`src/rtl/dcache_pkg.sv`:
```
// Shared definitions for the direct-mapped write-through data cache.
// Optional build macro: DCACHE_STATS_EN (hit/miss counters on dcache_ctrl).
package dcache_pkg;

  localparam int unsigned OFFSET_W = 2;
  localparam int unsigned LINE_W   = 128;

  typedef enum logic [1:0] {
    StIdle  = 2'd0,
    StFill  = 2'd1,
    StWrite = 2'd2,
    StGap   = 2'd3
  } state_e;

endpackage

```
`src/rtl/dcache_line_store.sv`:
```
// Valid/tag/data arrays: one combinational read port, a full-line install port
// and a single-word update port. Only the valid bits are reset.
module dcache_line_store
  import dcache_pkg::*;
#(
  parameter int unsigned IDX_W  = 4,
  parameter int unsigned TAG_W  = 4,
  parameter int unsigned WORD_W = 32
) (
  input  logic                  clk,
  input  logic                  RST,
  input  logic [IDX_W-1:0]      rd_idx_i,
  output logic                  rd_valid_o,
  output logic [TAG_W-1:0]      rd_tag_o,
  output logic [4*WORD_W-1:0]   rd_line_o,
  input  logic                  inst_en_i,
  input  logic [IDX_W-1:0]      inst_idx_i,
  input  logic [TAG_W-1:0]      inst_tag_i,
  input  logic [4*WORD_W-1:0]   inst_line_i,
  input  logic                  upd_en_i,
  input  logic [IDX_W-1:0]      upd_idx_i,
  input  logic [OFFSET_W-1:0]   upd_off_i,
  input  logic [WORD_W-1:0]     upd_word_i
);

  localparam int unsigned NumLines = 2 ** IDX_W;

  logic [NumLines-1:0] valid_q, valid_d;
  logic [TAG_W-1:0]    tag_q  [NumLines];
  logic [TAG_W-1:0]    tag_d  [NumLines];
  logic [4*WORD_W-1:0] data_q [NumLines];
  logic [4*WORD_W-1:0] data_d [NumLines];

  assign rd_valid_o = valid_q[rd_idx_i];
  assign rd_tag_o   = tag_q[rd_idx_i];
  assign rd_line_o  = data_q[rd_idx_i];

  // Next-state of the arrays from the install and word-update ports.
  always_comb begin
    valid_d = valid_q;
    tag_d   = tag_q;
    data_d  = data_q;
    if (inst_en_i) begin
      valid_d[inst_idx_i] = 1'b1;
      tag_d[inst_idx_i]   = inst_tag_i;
      data_d[inst_idx_i]  = inst_line_i;
    end
    if (upd_en_i) begin
      data_d[upd_idx_i][upd_off_i*WORD_W +: WORD_W] = upd_word_i;
    end
  end

  // Valid bits clear on reset so an aborted fill never leaves a usable line.
  always_ff @(posedge clk or negedge RST) begin
    if (!RST) valid_q <= '0;
    else      valid_q <= valid_d;
  end

  // Tag and data storage carry no reset.
  always_ff @(posedge clk) begin
    tag_q  <= tag_d;
    data_q <= data_d;
  end

endmodule

```
`src/rtl/dcache_ctrl.sv`:
```
// Direct-mapped, write-through, no-write-allocate data cache controller.
// Define DCACHE_STATS_EN to add saturating hit_cnt/miss_cnt outputs.
module dcache_ctrl
  import dcache_pkg::*;
#(
  parameter int unsigned ADDR_W = 10,
  parameter int unsigned IDX_W  = 4,
  parameter int unsigned WORD_W = 32
) (
  input  logic                clk,
  input  logic                RST,
  input  logic                cpu_rd,
  input  logic                cpu_wr,
  input  logic [ADDR_W-1:0]   cpu_addr,
  input  logic [WORD_W-1:0]   cpu_wdata,
  output logic [WORD_W-1:0]   cpu_rdata,
  output logic                stall,
  output logic                mem_rd_en,
  output logic                mem_miss,
  output logic                mem_wr_en,
  output logic [ADDR_W-1:0]   mem_addr,
  output logic [WORD_W-1:0]   mem_wdata,
  input  logic [4*WORD_W-1:0] mem_rdata,
  input  logic                mem_ready
`ifdef DCACHE_STATS_EN
  ,
  output logic [15:0]         hit_cnt,
  output logic [15:0]         miss_cnt
`endif
);

  localparam int unsigned TAG_W = ADDR_W - IDX_W - OFFSET_W;

  state_e              state_q, state_d;
  logic [ADDR_W-1:0]   mem_addr_q, mem_addr_d;
  logic [WORD_W-1:0]   mem_wdata_q, mem_wdata_d;

  logic [OFFSET_W-1:0] cpu_off;
  logic [IDX_W-1:0]    cpu_idx;
  logic [TAG_W-1:0]    cpu_tag;
  logic                rd_valid;
  logic [TAG_W-1:0]    rd_tag;
  logic [4*WORD_W-1:0] rd_line;
  logic                hit;
  logic                inst_en;
  logic                upd_en;

  assign cpu_off = cpu_addr[OFFSET_W-1:0];
  assign cpu_idx = cpu_addr[OFFSET_W +: IDX_W];
  assign cpu_tag = cpu_addr[ADDR_W-1 -: TAG_W];
  assign hit     = rd_valid & (rd_tag == cpu_tag);

  dcache_line_store #(
    .IDX_W  (IDX_W),
    .TAG_W  (TAG_W),
    .WORD_W (WORD_W)
  ) u_store (
    .clk         (clk),
    .RST         (RST),
    .rd_idx_i    (cpu_idx),
    .rd_valid_o  (rd_valid),
    .rd_tag_o    (rd_tag),
    .rd_line_o   (rd_line),
    .inst_en_i   (inst_en),
    .inst_idx_i  (mem_addr_q[OFFSET_W +: IDX_W]),
    .inst_tag_i  (mem_addr_q[ADDR_W-1 -: TAG_W]),
    .inst_line_i (mem_rdata),
    .upd_en_i    (upd_en),
    .upd_idx_i   (cpu_idx),
    .upd_off_i   (cpu_off),
    .upd_word_i  (cpu_wdata)
  );

  // Load data straight from the indexed line.
  always_comb begin
    cpu_rdata = rd_line[cpu_off*WORD_W +: WORD_W];
  end

  // Next state, request capture, array write strobes and stall.
  always_comb begin
    state_d     = state_q;
    mem_addr_d  = mem_addr_q;
    mem_wdata_d = mem_wdata_q;
    stall       = 1'b0;
    inst_en     = 1'b0;
    upd_en      = 1'b0;
    unique case (state_q)
      StIdle: begin
        if (cpu_wr) begin
          mem_addr_d  = cpu_addr;
          mem_wdata_d = cpu_wdata;
          upd_en      = hit;  // store miss leaves the cache untouched
          stall       = 1'b1;
          state_d     = StWrite;
        end else if (cpu_rd && !hit) begin
          mem_addr_d = {cpu_addr[ADDR_W-1:OFFSET_W], {OFFSET_W{1'b0}}};
          stall      = 1'b1;
          state_d    = StFill;
        end
      end
      StFill: begin
        stall = 1'b1;
        if (mem_ready) begin
          inst_en = 1'b1;
          state_d = StGap;
        end
      end
      StWrite: begin
        stall = !mem_ready;
        if (mem_ready) state_d = StGap;
      end
      StGap: begin
        // Enables low for one cycle lets the responder's counter return to zero.
        stall   = cpu_rd | cpu_wr;
        state_d = StIdle;
      end
      default: state_d = StIdle;
    endcase
  end

  assign mem_rd_en = (state_q == StFill);
  assign mem_miss  = (state_q == StFill);
  assign mem_wr_en = (state_q == StWrite);
  assign mem_addr  = mem_addr_q;
  assign mem_wdata = mem_wdata_q;

  // FSM and captured request registers.
  always_ff @(posedge clk or negedge RST) begin
    if (!RST) begin
      state_q     <= StIdle;
      mem_addr_q  <= '0;
      mem_wdata_q <= '0;
    end else begin
      state_q     <= state_d;
      mem_addr_q  <= mem_addr_d;
      mem_wdata_q <= mem_wdata_d;
    end
  end

`ifdef DCACHE_STATS_EN
  logic [15:0] hit_cnt_q, hit_cnt_d;
  logic [15:0] miss_cnt_q, miss_cnt_d;

  // Saturating counters: stall-free IDLE read hits and IDLE->FILL transitions.
  always_comb begin
    hit_cnt_d  = hit_cnt_q;
    miss_cnt_d = miss_cnt_q;
    if (state_q == StIdle && !cpu_wr && cpu_rd) begin
      if (hit && hit_cnt_q != 16'hFFFF)   hit_cnt_d  = hit_cnt_q + 16'd1;
      if (!hit && miss_cnt_q != 16'hFFFF) miss_cnt_d = miss_cnt_q + 16'd1;
    end
  end

  // Counter registers.
  always_ff @(posedge clk or negedge RST) begin
    if (!RST) begin
      hit_cnt_q  <= '0;
      miss_cnt_q <= '0;
    end else begin
      hit_cnt_q  <= hit_cnt_d;
      miss_cnt_q <= miss_cnt_d;
    end
  end

  assign hit_cnt  = hit_cnt_q;
  assign miss_cnt = miss_cnt_q;
`endif

endmodule

```
`config.mk`:
```
export PLATFORM = sky130hd
export DESIGN_NAME = dcache_ctrl
export DESIGN_NICKNAME = d
export VERILOG_FILES = /design/src/rtl/dcache_pkg.sv /design/src/rtl/dcache_line_store.sv /design/src/rtl/dcache_ctrl.sv
export SDC_FILE = /design/constraint.sdc
export NUM_CORES = 2
export LEC_CHECK = 0
export CAP_MARGIN = 40
export CELL_PAD_IN_SITES_DETAIL_PLACEMENT = 1
export CELL_PAD_IN_SITES_GLOBAL_PLACEMENT = 1
export CORE_AREA = 3 3 447 449
export DETAILED_ROUTE_END_ITERATION = 6
export DIE_AREA = 0 0 450 452
export GPL_TIMING_DRIVEN = 0
export PLACE_DENSITY_LB_ADDON = 0.1
export SYNTH_ARGS = -nofsm -noshare
export SYNTH_HDL_FRONTEND = slang
export SYNTH_SLANG_ARGS = --single-unit
```
`constraint.sdc`:
```
create_clock -name clk -period 22.5 [get_ports clk]
set_input_delay 6.75 -clock clk [delete_from_list [all_inputs] [get_ports clk]]
set_output_delay 6.75 -clock clk [all_outputs]
set_load 0.01 [all_outputs]
```
==> flow_metrics.py <==
metrics = {
    "final_layout": {
        "multi_input_area_mm2": 0.05911,
        "regArea_mm2": 0.04442,
        "final_util_pct": 64.17,
        "syn_to_final_growth_pct": 16.97,
        "final_nets": 9440,
        "n_fill_cell": 19060,
        "post_route_cells_drive_above_1_share_pct": 17.53,
        "finish.instance_area_mm2": 0.1262,
        "fin_cells": 12140,
    },
    "synth": {
        "async_reset_ff_share_pct": 2.762,
        "synth.most_common_cell": "mux2i_1",
        "ys_types": 51,
        "synth-seq-area-share_pct": 41.19,
        "synthFlopType": "dfxtp_1",
        "ys_seq_elements": 2172,
        "syn_inst": 8425,
        "synth-edff-count": 64,
        "ys_warn_count": 0,
        "synth.avg_cell_area_um2": 12.80,
        "syn-num-nets": 8608,
        "synth_area_leaders": "dfxtp_1 (38%), mux2i_1 (38%), mux4_2 (14%)",
        "synth_top_area_cell": "dfxtp_1",
        "yosysTopAreaCellShare_pct": 38.01,
        "yosys-top-cells-count": "mux2i_1 (4,094), dfxtp_1 (2,048), mux4_2 (679)",
        "synth_area_mm2": 0.1079,
    },
    "floorplanning": {
        "core_mm2": 0.1966,
        "fp.dieH_um": 452,
        "dieArea_mm2": 0.2034,
        "rows": 163,
        "num_io_pins": 253,
        "initial_core_util_pct": 54.86,
        "chipWidth_um": 450,
    },
    "clock_network": {
        "postCtsSetupBuffers": 0,
        "clk_pin_slew_ps": 70,
        "ctsResizeCount": 0,
        "insertion_delay_ps": 930,
        "clock-root-buffer": "clkbuf_16",
        "htree_levels": 4,
        "clock_sinks": 2172,
        "cts_tree": "built",
        "clockBufferDepth": 3,
        "cts_hold_buf": 0,
        "cts_buffers": 229,
    },
    "timing": {
        "slew_headroom_pct": 30.65,
        "fmax_mhz": 51.01,
        "rsz0062_at_grt": "false",
        "finalHoldViolCount": 0,
        "setup_viol": 0,
        "finalClockSkew_ps": 31.07,
        "tns_ps": 0,
        "min_period_over_period_pct": 87.13,
        "tightest_slew_ps": 1031,
        "drv_slew": 0,
        "period_minus_slack_ps": 19600,
    },
    "worst_hold_path": {
        "min_path_cells": 1,
        "hold_end": "u_store.valid_q[7]",
        "min_from": "u_store.valid_q[7]",
        "hp-class": "reg2reg",
    },
    "global_route": {
        "antenna_found_initial": 80,
        "gr-total-overflow": 0,
        "grt_first_pass_wirelength_um": 635400,
        "grt_usage_pct": 43.15,
        "grt_pass1_vias": 85980,
        "grt_max_degree": 61,
    },
    "placement": {
        "place_inst": 11660,
        "port_buffers": 252,
        "dp_hpwl_um": 333400,
        "place_area_mm2": 0.1184,
        "gp_congestion": 1.010,
    },
    "detailed_routing": {
        "drt_iter0_drc": 6839,
        "drc": 0,
        "wl_per_cell_um": 37.30,
        "first_pass_iters": 7,
        "postRouteAntennaNets": 0,
        "wirelength_um": 453000,
        "via_count": 80610,
        "post_drt_via_cell_ratio": 6.638,
    },
    "pwr": {
        "leakage_nw": 57.04,
        "peakVddDrop_v": 0.00008110,
        "powerDensity_mw_per_mm2": 117.3,
    },
    "worst_setup_path": {
        "worst_path_max_delay_cell": "clkdlybuf4s50_1",
        "crit_path_end_kind": "output pin",
        "reg2reg_to": "u_store.data_q[2033]",
        "path_max_fanout": 10,
        "crit_required_ps": 15750,
        "slowest_delay_ps": 780,
        "reg2reg_slack_ps": 17940,
        "critPathKind": "in2out",
        "rr_worst_depth": 9,
        "cp.arrival_ps": 12850,
        "critPathLaunchType": "primary input",
        "reg2reg_from": "state_q[1]",
        "cp_cell_sequence": "clkdlybuf4s50_1 -> buf_6 -> buf_6 -> clkbuf_2 -> clkbuf_1 -> buf_8 -> buf_1 -> buf_6 -> mux4_2 -> mux4_2 -> mux4_2 -> clkdlybuf4s50_1",
    },
    "outcome": {
        "status": "complete, no violations",
    },
    "flow_run": {
        "cap_viol_max_count": 0,
    },
}
[logic make-up (layout without fill, tap and decap cells)]
logic type	Yosys count	in the layout	synth area share (%)
other cells	0	61	0
simple gates	427	427	1.893
flops	2172	2172	41.19
buf+inv	947	1965	4.027
compound gates	96	96	0.5928
fa+ha+maj	8	8	0.09281
mux	4775	4775	52.21
[flip-flops by register name (all words and copies together), names as in the netlist]
| signal | flops |
|---|---|
| u_store.valid_q | 16 |
| u_store.tag_q | 64 |
| state_q | 2 |
| u_store.data_q | 2048 |
| mem_addr | 10 |
| mem_wdata | 32 |
[worst max-delay path by stage]
stage | start | end | slack [ps]
floorplan | cpu_addr[2] | cpu_rdata[0] | 5920
global placement | cpu_addr[2] | cpu_rdata[20] | 1780
detailed placement | cpu_addr[2] | cpu_rdata[20] | 3070
CTS | cpu_addr[2] | cpu_rdata[20] | 3050
global route | cpu_addr[2] | cpu_rdata[19] | 2960
finish | cpu_addr[2] | cpu_rdata[20] | 2900
[critical path, delay by kind of cell]
family | cells | cell delay [ps]
buf+inv | 9 | 4190
mux | 3 | 1850
[power by group]
group,switching (mW),total (mW),leakage [nW],internal [mW]
clock,1.67,3.86,3.68,2.19
sequential,0.977,6.54,18.2,5.57
combinational,2.22,4.40,35.2,2.18
total,4.87,14.8,57.0,9.93
[placed cells by master, fill, tap and decap left out, drive strengths merged, types with 9 or more instances in the layout]
master,instances
o21ai,16
o22ai,35
mux2i,4094
a21oi,9
clkbuf,983
diode,61
nor3,9
nor2,19
buf,667
dfxtp,2048
nand2,279
clkdlybuf4s50,241
a22oi,11
inv,19
or4,59
dfrtp,60
mux4,680
or2,13
clkinv,40
edfxtp,64
[layout make-up]
cell class              count  area share (%)
diodes                     61          0.1210
flip-flops and latches   2172           35.21
repair buffers            601           5.773
inverters                  14         0.04165
well taps                2640           2.618
clock inverters            60          0.4403
clock buffers             357           5.509
plain buffers             933           3.431
multi-input cells        5306           46.85
[stage by stage]
stage | hold slack, ps | power (mW) | setup WS [ps]
global placement | 445.1 | 10.22 | 1779
global route | 481.6 | 15.32 | 2963
floorplan | 428.7 | 8.962 | 5920
detailed placement | 455.6 | 10.73 | 3066
finish | 478.4 | 14.80 | 2896
CTS | 472.6 | 14.62 | 3048
[layer usage]
layer	track usage (%)	vias to the layer above	part of all wire, %
met2	65.36	3894	44
li1	-	33210	-
met5	0	-	0.058
met4	38.78	40	10
met1	50.50	42030	37
met3	11.21	1436	8.2
(Power assumes the default switching activity.)
